<file path="config.mk">
export PLATFORM = sky130hd
export DESIGN_NAME = stage_controller
export DESIGN_NICKNAME = d
export VERILOG_FILES = /design/src/rtl/stage_controller.sv
export SDC_FILE = /design/constraint.sdc
export NUM_CORES = 1
export LEC_CHECK = 0
export ABC_CLOCK_PERIOD_IN_PS = 2900
export CAP_MARGIN = 0
export CORE_UTILIZATION = 40
export CTS_CLUSTER_DIAMETER = 80
export DETAILED_ROUTE_END_ITERATION = 8
export GPL_TIMING_DRIVEN = 0
export PLACE_DENSITY = 0.73
export RECOVER_POWER = 50
export SLEW_MARGIN = 20
export SYNTH_ARGS = -nofsm -noshare
export SYNTH_HDL_FRONTEND = slang
export SYNTH_SLANG_ARGS = --single-unit
</file>
<file path="constraint.sdc">
create_clock -name i_clk -period 2.9 [get_ports i_clk]
set_clock_uncertainty 0.1 [all_clocks]
set_input_delay 0.58 -clock i_clk [delete_from_list [all_inputs] [get_ports i_clk]]
set_output_delay 0.58 -clock i_clk [all_outputs]
set_load 0.1 [all_outputs]
</file>
<file path="src/rtl/stage_controller.sv">
// rtl/stage_controller.sv - per-stage control strobes, memory handshake and tick checking
// Turns the one-hot stage tick into registered strobes and stalls the tick source during memory access.
module stage_controller #(
  parameter int INSTR_W = 16,
  parameter int TIMEOUT = 8,
  parameter int CNT_W   = 16
) (
  input  logic               i_clk,
  input  logic               i_rst_n,
  input  logic [4:0]         i_tick,
  input  logic [INSTR_W-1:0] i_instr_in,
  input  logic               i_branch_taken,
  input  logic               i_mem_ack,
  output logic               o_stall,
  output logic [INSTR_W-1:0] o_ir,
  output logic               o_ir_load,
  output logic               o_rf_read_en,
  output logic               o_alu_en,
  output logic               o_mem_req,
  output logic               o_mem_we,
  output logic               o_rf_we,
  output logic               o_pc_inc,
  output logic               o_pc_load,
  output logic               o_retire,
  output logic [CNT_W-1:0]   o_retired_count,
  output logic               o_illegal_op,
  output logic               o_mem_timeout,
  output logic               o_seq_err
);

  localparam int TW = $clog2(TIMEOUT + 1);

  localparam logic [4:0] T_IF  = 5'b10000;
  localparam logic [4:0] T_ID  = 5'b01000;
  localparam logic [4:0] T_EX  = 5'b00100;
  localparam logic [4:0] T_MEM = 5'b00010;
  localparam logic [4:0] T_WB  = 5'b00001;

  typedef enum logic {S_RESYNC, S_RUN} state_t;
  typedef enum logic [2:0] {C_NOP, C_ALU, C_LOAD, C_STORE, C_BRANCH, C_JUMP} class_t;

  state_t             r_state, w_state_nxt;
  class_t             r_class, w_class_nxt;
  logic [4:0]         r_prev_tick, w_prev_tick_nxt;
  logic               r_stall_q;
  logic [INSTR_W-1:0] r_ir, w_ir_nxt;
  logic               r_mem_done, w_mem_done_nxt;
  logic               r_take, w_take_nxt;
  logic               r_timed_out, w_timed_out_nxt;
  logic [TW-1:0]      r_wait_cnt, w_wait_cnt_nxt, w_wait_inc;
  logic               r_mem_req, w_mem_req_nxt;
  logic               r_mem_we, w_mem_we_nxt;
  logic [CNT_W-1:0]   r_count, w_count_nxt;

  logic r_ir_load, w_ir_load_nxt;
  logic r_rf_read_en, w_rf_read_en_nxt;
  logic r_alu_en, w_alu_en_nxt;
  logic r_rf_we, w_rf_we_nxt;
  logic r_pc_inc, w_pc_inc_nxt;
  logic r_pc_load, w_pc_load_nxt;
  logic r_retire, w_retire_nxt;
  logic r_illegal_op, w_illegal_op_nxt;
  logic r_mem_timeout, w_mem_timeout_nxt;
  logic r_seq_err, w_seq_err_nxt;

  logic [3:0] w_opcode;
  logic [4:0] w_rot;
  logic       w_legal;
  logic       w_mem_class;
  logic       w_accept;

  assign w_opcode    = r_ir[INSTR_W-1 -: 4];
  assign w_rot       = {r_prev_tick[0], r_prev_tick[4:1]};
  assign w_mem_class = (r_class == C_LOAD) || (r_class == C_STORE);
  assign w_wait_inc  = r_wait_cnt + 1'b1;

  // A held MEM is only legal while the source was being told to hold it.
  assign w_legal = (i_tick == w_rot) ||
                   ((i_tick == T_MEM) && (r_prev_tick == T_MEM) && r_stall_q);

  // Gated by RUN so an aborted access can never freeze the tick source.
  assign o_stall = (r_state == S_RUN) && (i_tick == T_MEM) && w_mem_class && !r_mem_done;

  always_comb begin
    w_state_nxt       = r_state;
    w_prev_tick_nxt   = r_prev_tick;
    w_ir_nxt          = r_ir;
    w_class_nxt       = r_class;
    w_mem_done_nxt    = r_mem_done;
    w_take_nxt        = r_take;
    w_timed_out_nxt   = r_timed_out;
    w_wait_cnt_nxt    = r_wait_cnt;
    w_mem_req_nxt     = r_mem_req;
    w_mem_we_nxt      = r_mem_we;
    w_count_nxt       = r_count;
    w_ir_load_nxt     = 1'b0;
    w_rf_read_en_nxt  = 1'b0;
    w_alu_en_nxt      = 1'b0;
    w_rf_we_nxt       = 1'b0;
    w_pc_inc_nxt      = 1'b0;
    w_pc_load_nxt     = 1'b0;
    w_retire_nxt      = 1'b0;
    w_illegal_op_nxt  = 1'b0;
    w_mem_timeout_nxt = 1'b0;
    w_seq_err_nxt     = 1'b0;
    w_accept          = 1'b0;

    if (r_state == S_RESYNC) begin
      if (i_tick == T_IF) begin
        w_state_nxt = S_RUN;
        w_accept    = 1'b1;
      end
    end else if (w_legal) begin
      w_accept = 1'b1;
    end else begin
      w_seq_err_nxt = 1'b1;
      w_mem_req_nxt = 1'b0;
      w_state_nxt   = S_RESYNC;
    end

    if (w_accept) begin
      w_prev_tick_nxt = i_tick;
      if (r_mem_req) begin
        if (i_mem_ack) begin
          w_mem_req_nxt  = 1'b0;
          w_mem_done_nxt = 1'b1;
        end else begin
          w_wait_cnt_nxt = w_wait_inc;
          if (w_wait_inc == TW'(TIMEOUT)) begin
            w_mem_req_nxt     = 1'b0;
            w_mem_done_nxt    = 1'b1;
            w_mem_timeout_nxt = 1'b1;
            w_timed_out_nxt   = 1'b1;
          end
        end
      end
      case (i_tick)
        T_IF: begin
          w_ir_nxt       = i_instr_in;
          w_ir_load_nxt  = 1'b1;
          w_mem_done_nxt = 1'b0;
        end
        T_ID: begin
          w_rf_read_en_nxt = 1'b1;
          if (!w_opcode[3]) begin
            w_class_nxt = C_ALU;
          end else begin
            case (w_opcode[2:0])
              3'b000:  w_class_nxt = C_LOAD;
              3'b001:  w_class_nxt = C_STORE;
              3'b010:  w_class_nxt = C_BRANCH;
              3'b011:  w_class_nxt = C_JUMP;
              3'b111:  w_class_nxt = C_NOP;
              default: begin
                w_class_nxt      = C_NOP;
                w_illegal_op_nxt = 1'b1;
              end
            endcase
          end
        end
        T_EX: begin
          w_alu_en_nxt = (r_class == C_ALU);
          w_take_nxt   = i_branch_taken;
        end
        T_MEM: begin
          if ((r_prev_tick != T_MEM) && w_mem_class) begin
            w_mem_req_nxt  = 1'b1;
            w_mem_we_nxt   = (r_class == C_STORE);
            w_wait_cnt_nxt = '0;
          end
        end
        T_WB: begin
          w_retire_nxt    = 1'b1;
          w_count_nxt     = r_count + 1'b1;
          w_rf_we_nxt     = (r_class == C_ALU) || ((r_class == C_LOAD) && !r_timed_out);
          w_pc_load_nxt   = (r_class == C_JUMP) || ((r_class == C_BRANCH) && r_take);
          w_pc_inc_nxt    = !((r_class == C_JUMP) || ((r_class == C_BRANCH) && r_take));
          w_timed_out_nxt = 1'b0;
        end
        default: ;
      endcase
    end
  end

  always_ff @(posedge i_clk) begin
    if (!i_rst_n) begin
      r_state       <= S_RESYNC;
      r_class       <= C_NOP;
      r_prev_tick   <= '0;
      r_stall_q     <= 1'b0;
      r_ir          <= '0;
      r_mem_done    <= 1'b0;
      r_take        <= 1'b0;
      r_timed_out   <= 1'b0;
      r_wait_cnt    <= '0;
      r_mem_req     <= 1'b0;
      r_mem_we      <= 1'b0;
      r_count       <= '0;
      r_ir_load     <= 1'b0;
      r_rf_read_en  <= 1'b0;
      r_alu_en      <= 1'b0;
      r_rf_we       <= 1'b0;
      r_pc_inc      <= 1'b0;
      r_pc_load     <= 1'b0;
      r_retire      <= 1'b0;
      r_illegal_op  <= 1'b0;
      r_mem_timeout <= 1'b0;
      r_seq_err     <= 1'b0;
    end else begin
      r_state       <= w_state_nxt;
      r_class       <= w_class_nxt;
      r_prev_tick   <= w_prev_tick_nxt;
      r_stall_q     <= o_stall;
      r_ir          <= w_ir_nxt;
      r_mem_done    <= w_mem_done_nxt;
      r_take        <= w_take_nxt;
      r_timed_out   <= w_timed_out_nxt;
      r_wait_cnt    <= w_wait_cnt_nxt;
      r_mem_req     <= w_mem_req_nxt;
      r_mem_we      <= w_mem_we_nxt;
      r_count       <= w_count_nxt;
      r_ir_load     <= w_ir_load_nxt;
      r_rf_read_en  <= w_rf_read_en_nxt;
      r_alu_en      <= w_alu_en_nxt;
      r_rf_we       <= w_rf_we_nxt;
      r_pc_inc      <= w_pc_inc_nxt;
      r_pc_load     <= w_pc_load_nxt;
      r_retire      <= w_retire_nxt;
      r_illegal_op  <= w_illegal_op_nxt;
      r_mem_timeout <= w_mem_timeout_nxt;
      r_seq_err     <= w_seq_err_nxt;
    end
  end

  assign o_ir            = r_ir;
  assign o_ir_load       = r_ir_load;
  assign o_rf_read_en    = r_rf_read_en;
  assign o_alu_en        = r_alu_en;
  assign o_mem_req       = r_mem_req;
  assign o_mem_we        = r_mem_we;
  assign o_rf_we         = r_rf_we;
  assign o_pc_inc        = r_pc_inc;
  assign o_pc_load       = r_pc_load;
  assign o_retire        = r_retire;
  assign o_retired_count = r_count;
  assign o_illegal_op    = r_illegal_op;
  assign o_mem_timeout   = r_mem_timeout;
  assign o_seq_err       = r_seq_err;

endmodule

</file>
Yosys cells after proc, flatten, opt, wreduce, memory -nomap -nowiden. Cells that the tools add are included.

Register bits after elaboration: 61. Output and inout bits: 45.

Reduce and logical (&&, ||, !) cells: 34. $add $sub $neg: 2. Muxes and demuxes: 29. Bitwise logic cells: 3. Equal/unequal tests: 19.

Operator list (count): $mux W1 (23); $add A16 B1 Y16 const B (1); $mux W4 (4); $eq A3 B2 Y1 const B (4); $pmux W3 S4 (1); $reduce_and A2 Y1 (6); $reduce_and A3 Y1 (4); $eq A5 B2 Y1 const B (2); $eq A3 B3 Y1 const B (3); $logic_and A1 B1 Y1 (8); $reduce_and A4 Y1 (2); $eq A3 B1 Y1 const B (2); $reduce_bool A2 Y1 (3); $eq A5 B1 Y1 const B (1); $eq A5 B3 Y1 const B (1); $eq A5 B4 Y1 const B (1); $eq A5 B5 Y1 (1); $eq A5 B5 Y1 const B (1); $ne A5 B2 Y1 const B (1); $reduce_or A5 Y1 (1); $add A4 B1 Y4 const B (1); $eq A4 B4 Y1 const B (1); $logic_or A1 B1 Y1 (4); $reduce_or A4 Y1 (1); other kinds (6) (10).

Logic depth before layout (Yosys ltp). Gate-level depths: netlist (run 1).

Depth after elaboration: 12. Gate-level depth with buffers: 10. Mapped depth without buffers: 7.

Worst setup path before layout (run 1). Ideal clock, no wire load.

Kind: in2out. Start: in i_tick[4]. End: out o_stall. Arrival: 3.164 ns. Stages: 3. Buffers on the path: 0. Slack: -0.944 ns. Cell sequence: nor2_1 > nand4_1 > nor3b_1.

Longest elaborated chain between the ends: 4.

RTL lines: from (decl) (line 10) `input logic [4:0] i_tick,`; $eq A5 B2 Y1 (line 82) `assign o_stall = (r_state == S_RUN) && (i_tick == T_MEM) && w_mem_class && !r_mem_done;`; $logic_and A1 B1 Y1 (3 in a row) (line 82); to (decl) (line 14) `output logic o_stall,`.

Every way passes these cells.

Final worst setup path (run 1). Same ends and word-level chain as after synthesis.

==> summary.txt, run 1 <==
Run status
  • Status: finished clean

Layout
  • Layout cell share with drive strength beyond 1: 7.92%
  • Commonest non-fill, non-tap cell in the layout: dfxtp_1
  • Fillcell total: 568
  • Final net count: 388
  • Antenna cells: 0
  • Most frequent cells in the layout: dfxtp_1 (61), clkdlybuf4s50_1 (43), nor2_1 (42), mux2i_1 (25), dlygate4sd3_1 (24)
  • Area Growth Syn to Fin: 37.5%

Worst setup path
  • Crit-path slowest cell: clkdlybuf4s50_1
  • CP Launch Type: input port
  • Worst path cell trace: clkdlybuf4s50_1 -> nor2_1 -> nand4_1 -> nor3b_2 -> buf_4
  • Largest stage delay, worst path: roughly 0.53 ns
  • Critical path peak fanout: 7
  • CP required: 2.22 ns
  • Worst Setup End Kind: output pin
  • Cell family with most CP delay: buffers and inverters
  • Crit path kind: in -> out
  • Arr. time, crit path: 2.12 ns
  • WP buf/inv: 2

Global route
  • First-pass GRT wire length: approximately 9.3 mm
  • Vias in the first global route: 2,091
  • GR Overflow Total: 0
  • Largest net degree at the start of global routing: 13
  • Initial antenna violation count: 0
  • Total GRT Usage: a little under a fifth

Synthesis
  • Post-synth ARST share: 0%
  • Syn avg cell area: 9.21 µm²
  • Syn_nets: 309
  • Count of cell types in the netlist: 39
  • Cell Area, Synth: approximately 2600 µm²
  • EDFF count, synth: 0
  • Largest cells by area after synthesis: dfxtp_1 (47%), mux2i_1 (9.6%), nor2_1 (6.1%), a21oi_1 (3.5%), xor2_1 (2.7%)
  • Synth top area share: roughly 47%
  • Gate Count Post-Synth: 282
  • Synth warn: 0
  • Seq cells post-synth: 61
  • Most used DFF post-synth: dfxtp_1
  • Dominant cell type by area after synthesis: dfxtp_1
  • Sequential fraction of the synthesis area: 47.0%

Floorplan
  • Core Region: around 6000 µm²
  • Die Footprint: just under 7000 µm²
  • Initial Utilization: 42.6%
  • Io pins: 70
  • Chip height: 82.6 µm
  • Rows: 28
  • DIE WIDTH: 82.6 µm

Clocking
  • Number of H-tree levels: 3
  • Clock Latency Late Sink: 0.34 ns
  • CTS Buf Count: 9
  • TritonCTS clock tree: built
  • Worst-path clk slew: 0.08 ns
  • Clock buffer depth: 2
  • CTS root buf: clkbuf_8
  • CTS Sinks: 61

Place
  • Post-DP HPWL: 4.32 mm
  • Routability-driven placement congestion ratio: 0.788
  • IO buf count: ~70

STA
  • Worst Tran Pin Value: 1.09 ns
  • Hold_ws: 0.396 ns
  • Final setup vio count: 0
  • Hold Vio Cnt, Final: 0
  • Slew Limit Fails: 0
  • Max Fclk: 357 MHz
  • Period utilisation layout: 96.7%
  • Min Tclk post-route: around 2.8 ns
  • Max_slew headroom: 26.6%
  • RSZ-0062 raised after global routing: false

Route
  • DRT antenna net count: 0
  • WL final: 5.89 mm
  • Met3 routed WL: 416 µm
  • Initial drt markers: 93
  • Vias: around 2,300
  • DR WL met2: 2.78 mm
  • DRC viols: 0
  • Number of vias per cell: 5.22
  • Met1 WL: 2.64 mm
  • Max Used Layer: met4
  • Drt first pass iters: 4
  • Avg WL per Cell: 13.3 µm

Pwr
  • PD cells: ~480 nW/µm²
  • Total Power: 1.71 mW
  • Leakage: 1.51 nW
  • Peak supply drop: 0.000350 V

Flow run
  • Max cap viols: 0

Worst hold path
  • Worst hold path class: reg -> reg
==> where the power goes <==
| part | internal [mW] | switching, mW |
|---|---|---|
| clock | 0.399 | 0.348 |
| sequential | 0.843 | 0.00436 |
| combinational | 0.0481 | 0.0663 |
| total | 1.29 | 0.419 |
==> per-layer routing <==
metal / global-route usage (%) / vias to the layer above
met3: 6.15 / 7
met5: 0 / -
met4: 7.07 / 0
li1: - / 1164
met1: 22.2 / 1066
met2: 29.5 / 67
==> flip-flops by register name, summed over array words and instances, names as in the netlist <==
name             cells
o_rf_we              1
o_ir_load            1
r_prev_tick          5
o_seq_err            1
r_take               1
o_mem_we             1
o_mem_timeout        1
o_pc_inc             1
o_illegal_op         1
r_wait_cnt           4
o_ir                16
r_stall_q            1
o_retired_count     16
o_pc_load            1
r_timed_out          1
r_class              3
o_retire             1
r_mem_done           1
r_state              1
o_alu_en             1
o_mem_req            1
o_rf_read_en         1
==> Yosys cell counts (2+ instances only) <==
cell type	count
nor3_1	7
or3_1	4
xnor2_1	2
nand3b_1	2
nand3_1	4
o21ai_0	9
and3_1	2
and2_1	5
nand4_1	6
nor2_1	42
or4_1	9
buf_2	3
o211a_1	3
clkbuf_1	6
ha_1	2
xor2_1	8
nand2_1	14
nor3b_1	5
dfxtp_1	61
o31ai_1	9
o21ai_2	2
nand2b_1	2
a31oi_1	2
a21oi_1	18
o211ai_1	3
inv_1	8
o2111ai_1	3
buf_4	3
nor2b_1	4
mux2i_1	25
==> cells by family (layout without fill, tap and decap cells) <==
logic type	count (synthesis)	after routing	share of synthesized area, %
flops	61	61	47.0
xor+xnor	10	10	3.37
buf+inv	20	104	3.47
compound gates	53	53	13.3
mux	25	25	9.63
fa+ha+maj	2	2	0.963
simple gates	111	111	22.2
==> final timing paths <==
kind	startpoint	end	slack, ns	cells past startpoint
min reg2reg	o_mem_we	o_mem_we	0.40	2
max	i_tick[4]	o_stall	0.1	5
max reg2reg	r_prev_tick[0]	o_retired_count[5]	0.46	6
min	o_mem_we	o_mem_we	0.40	2
==> tightest hold or removal path, delay by kind of cell, from the launching register on <==
family | cells | cell delay [ns]
and+or+nand+nor | 1 | 0.07
DFF | 1 | 0.33
muxes | 1 | 0.07
==> cell type report <==
| class | instances | area [µm²] | area share (%) |
|---|---|---|---|
| clock buffer | 9 | 124 | 3.47 |
| sequential | 61 | 1220 | 34.2 |
| buffer | 12 | 60.1 | 1.68 |
| clock inverter | 7 | 76.3 | 2.14 |
| timing repair buffer | 68 | 678 | 19.0 |
| tap | 75 | 93.8 | 2.63 |
| multi-input combinational | 201 | 1290 | 36.1 |
| inverter | 8 | 30.0 | 0.841 |
==> stage by stage <==
stage / util, % / cell area [µm²] / setup slack [ns] / std cells / TNS [ns]
6_report: 58.6 / 3570 / 0.0969 / 441 / 0
5_1_grt: 58.6 / 3570 / 0.0103 / 441 / 0
4_1_cts: 58.6 / 3570 / 0.0964 / 441 / 0
3_5_place_dp: 55.4 / 3380 / -0.747 / 425 / -1.61
3_3_place_gp: 55.4 / 3380 / -0.738 / 425 / -1.82
2_1_floorplan: - / 2600 / 0.0426 / 282 / 0
==> repair_timing <==
action	4_1_cts	5_1_grt
resized for setup	6	0
endpoints found under the setup margin	1	0
hold buffers	0	0
setup buffers	0	0
(Power assumes the default switching activity.)
==> run 2, diff against run 1 <==
GPL_TIMING_DRIVEN = not set   (was 0)
==> run 2 against run 1 <==
Global-route usage fell by 0.54 points. Register-to-register slack gained 0.14 ns. First-iteration DRC count shrank 37%. Routed wire length down 2.0%. Combinational power is 4% higher. Sequential power about the same. Critical path depth is 1 higher. Fmax up 0.82%. Non-clock buffer count grew 2. Sequential share of layout area up 1.9 points. Sequential cell count is the same.
==> summary.txt, run 2 (synthesis results as in run 1) <==
Route
  • Avg WL per Cell: 13.0 µm (was 13.3 µm)
  • DRC viols: 0 (unchanged)
  • WL final: 5.77 mm (was 5.89 mm)
  • Drt first pass iters: 4 (unchanged)
  • DRT antenna net count: 0 (unchanged)
  • Vias: 2,308 (was 2,304)
  • Number of vias per cell: 5.21 (was 5.22)
  • Initial drt markers: 59 (was 93)

Floorplan
  • Rows: 28 (unchanged)
  • DIE WIDTH: 82.6 µm (unchanged)
  • Initial Utilization: 42.6% (unchanged)
  • Chip height: 82.6 µm (unchanged)
  • Die Footprint: 6820 µm² (unchanged)
  • Core Region: 6100 µm² (unchanged)
  • Io pins: 70 (unchanged)

Global route
  • Initial antenna violation count: 0 (unchanged)
  • Total GRT Usage: 17.6% (was 18.2%)
  • Largest net degree at the start of global routing: 45 (was 13)
  • GR Overflow Total: 0 (unchanged)
  • Vias in the first global route: 2,144 (was 2,091)
  • First-pass GRT wire length: 9.11 mm (was 9.32 mm)

Layout
  • Non-filler cells, final: 443 (was 441)
  • Final core utilization: 55.4% (was 58.6%)
  • Commonest non-fill, non-tap cell in the layout: dfxtp_1 (unchanged)
  • Most frequent cells in the layout: dfxtp_1 (61), clkbuf_1 (45), nor2_1 (42), mux2i_1 (25), clkdlybuf4s50_1 (23) (was dfxtp_1 (61), clkdlybuf4s50_1 (43), nor2_1 (42), mux2i_1 (25), dlygate4sd3_1 (24))
  • Final net count: 390 (was 388)
  • Area Growth Syn to Fin: 30.1% (was 37.5%)
  • Antenna cells: 0 (unchanged)
  • Layout cell share with drive strength beyond 1: 9.78% (was 7.92%)

Worst setup path
  • Crit path kind: in -> out (unchanged)
  • Crit-path slowest cell: clkdlybuf4s50_1 (unchanged)
  • R2R cell count: 6 (unchanged)
  • Reg2reg setup slack: 0.60 ns (was 0.46 ns)
  • FF-to-FF Start: r_prev_tick[4] (was r_prev_tick[0])
  • Start point of the critical path: i_tick[4] (unchanged)
  • Setup crit end: o_stall (unchanged)
  • CP Launch Type: input port (unchanged)
  • Critical path peak fanout: 5 (was 7)
  • Arr. time, crit path: 2.10 ns (was 2.12 ns)
  • Worst Setup End Kind: output pin (unchanged)
  • Worst path cell trace: clkdlybuf4s50_1 -> nor2_1 -> buf_4 -> nand4_1 -> nor3b_2 -> buf_12 (was clkdlybuf4s50_1 -> nor2_1 -> nand4_1 -> nor3b_2 -> buf_4)
  • Largest stage delay, worst path: 0.49 ns (was 0.53 ns)
  • Worst R2R End: o_retired_count[15] (was o_retired_count[5])
  • CP required: 2.22 ns (about the same)

Run status
  • Status: finished clean (unchanged)

Pwr
  • Total Power: 1.71 mW (about the same)
  • Peak supply drop: 0.000293 V (was 0.000350 V)
  • PD cells: 506 nW/µm² (was 478 nW/µm²)
  • Leakage: 1.38 nW (was 1.51 nW)

Clocking
  • CTS Sinks: 61 (unchanged)
  • Clock buffer depth: 2 (unchanged)
  • Clock Latency Late Sink: 0.34 ns (about the same)
  • CTS Buf Count: 9 (unchanged)
  • Number of H-tree levels: 3 (unchanged)
  • Resized cells post-CTS: 0 (was 6)
  • Worst-path clk slew: 0.07 ns (was 0.08 ns)
  • CTS root buf: clkbuf_8 (unchanged)
  • Cts hold-fix bufs: 0 (unchanged)
  • TritonCTS clock tree: built (unchanged)
  • Post-CTS setup buffers: 0 (unchanged)

Place
  • Dpl cells: 427 (was 425)
  • Post-DP HPWL: 4.18 mm (was 4.32 mm)
  • Routability-driven placement congestion ratio: 0.859 (was 0.788)
  • IO buf count: 69 (was 68)

STA
  • Hold_ws: 0.388 ns (was 0.396 ns)
  • Worst Tran Pin Value: 1.20 ns (was 1.09 ns)
  • Period utilisation layout: 95.9% (was 96.7%)
  • Max Fclk: 360 MHz (was 357 MHz)
  • Max_slew headroom: 20.6% (was 26.6%)
  • Min Tclk post-route: 2.78 ns (was 2.80 ns)
  • Post-route setup TNS: 0 ns (unchanged)
  • Slew Limit Fails: 0 (unchanged)
  • Hold Vio Cnt, Final: 0 (unchanged)
  • Final setup vio count: 0 (unchanged)
  • RSZ-0062 raised after global routing: false (unchanged)

Worst hold path
  • Worst hold path class: reg -> reg (unchanged)

Flow run
  • Max cap viols: 0 (unchanged)
==> run 2: cell types whose count changed in the layout (fill, tap and decap cells not counted), sizes merged <==
| cell | previous run | this run |
|---|---|---|
| clkdlybuf4s50 | 43 | 23 |
| inv | 8 | 9 |
| clkbuf | 15 | 54 |
| dlygate4sd3 | 24 | 1 |
| buf | 7 | 13 |
| clkinv | 4 | 3 |
==> run 2: worst max-delay path, delay by kind of cell <==
family | cells | cell delay (ns)
buf+inv | 3 | 0.87
simple gates | 3 | 0.66
==> run 2: where the power goes <==
group          total, mW  internal (mW)  switching (mW)
Clock              0.744          0.400           0.344
Sequential         0.847          0.843         0.00427
Combinational      0.119         0.0516          0.0670
Total               1.71           1.29           0.415
==> run 2: area by class of cell <==
| type | instances | area [µm²] |
|---|---|---|
| clock buffer | 9 | 124 |
| inverter | 8 | 30.0 |
| fill | 597 | 2720 |
| multi-input combinational | 201 | 1290 |
| sequential | 61 | 1220 |
| clock inverter | 7 | 75.1 |
| timing repair buffer | 82 | 544 |
| tap | 75 | 93.8 |
==> run 2: how the worst min path moves through the flow <==
stage	startpoint	cells after the start	slack [ns]	to
after floorplan	r_class[2]	1	0.36	o_rf_we
after global placement	o_retired_count[15]	2	0.37	o_retired_count[15]
after detailed placement	o_retired_count[15]	2	0.38	o_retired_count[15]
after CTS	o_retired_count[15]	2	0.39	o_retired_count[15]
after global routing	o_retired_count[15]	2	0.40	o_retired_count[15]
final	o_retired_count[15]	2	0.39	o_retired_count[15]
==> run 2: through the flow <==
| stage | instance area (µm²) | worst slack [ns] |
|---|---|---|
| after floorplan | 2600 | 0.0426 |
| after global placement | 3360 | 0.0788 |
| after detailed placement | 3360 | 0.00756 |
| after CTS | 3550 | 0.108 |
| after global routing | 3380 | 0.0232 |
| final | 3380 | 0.120 |
==> run 2: per-layer routing <==
layer | share of wire, % | track usage, %
met1 | 43 | 19.4
met4 | 1.8 | 6.55
met2 | 48 | 30.8
met3 | 6.9 | 6.70
met5 | 0 | 0
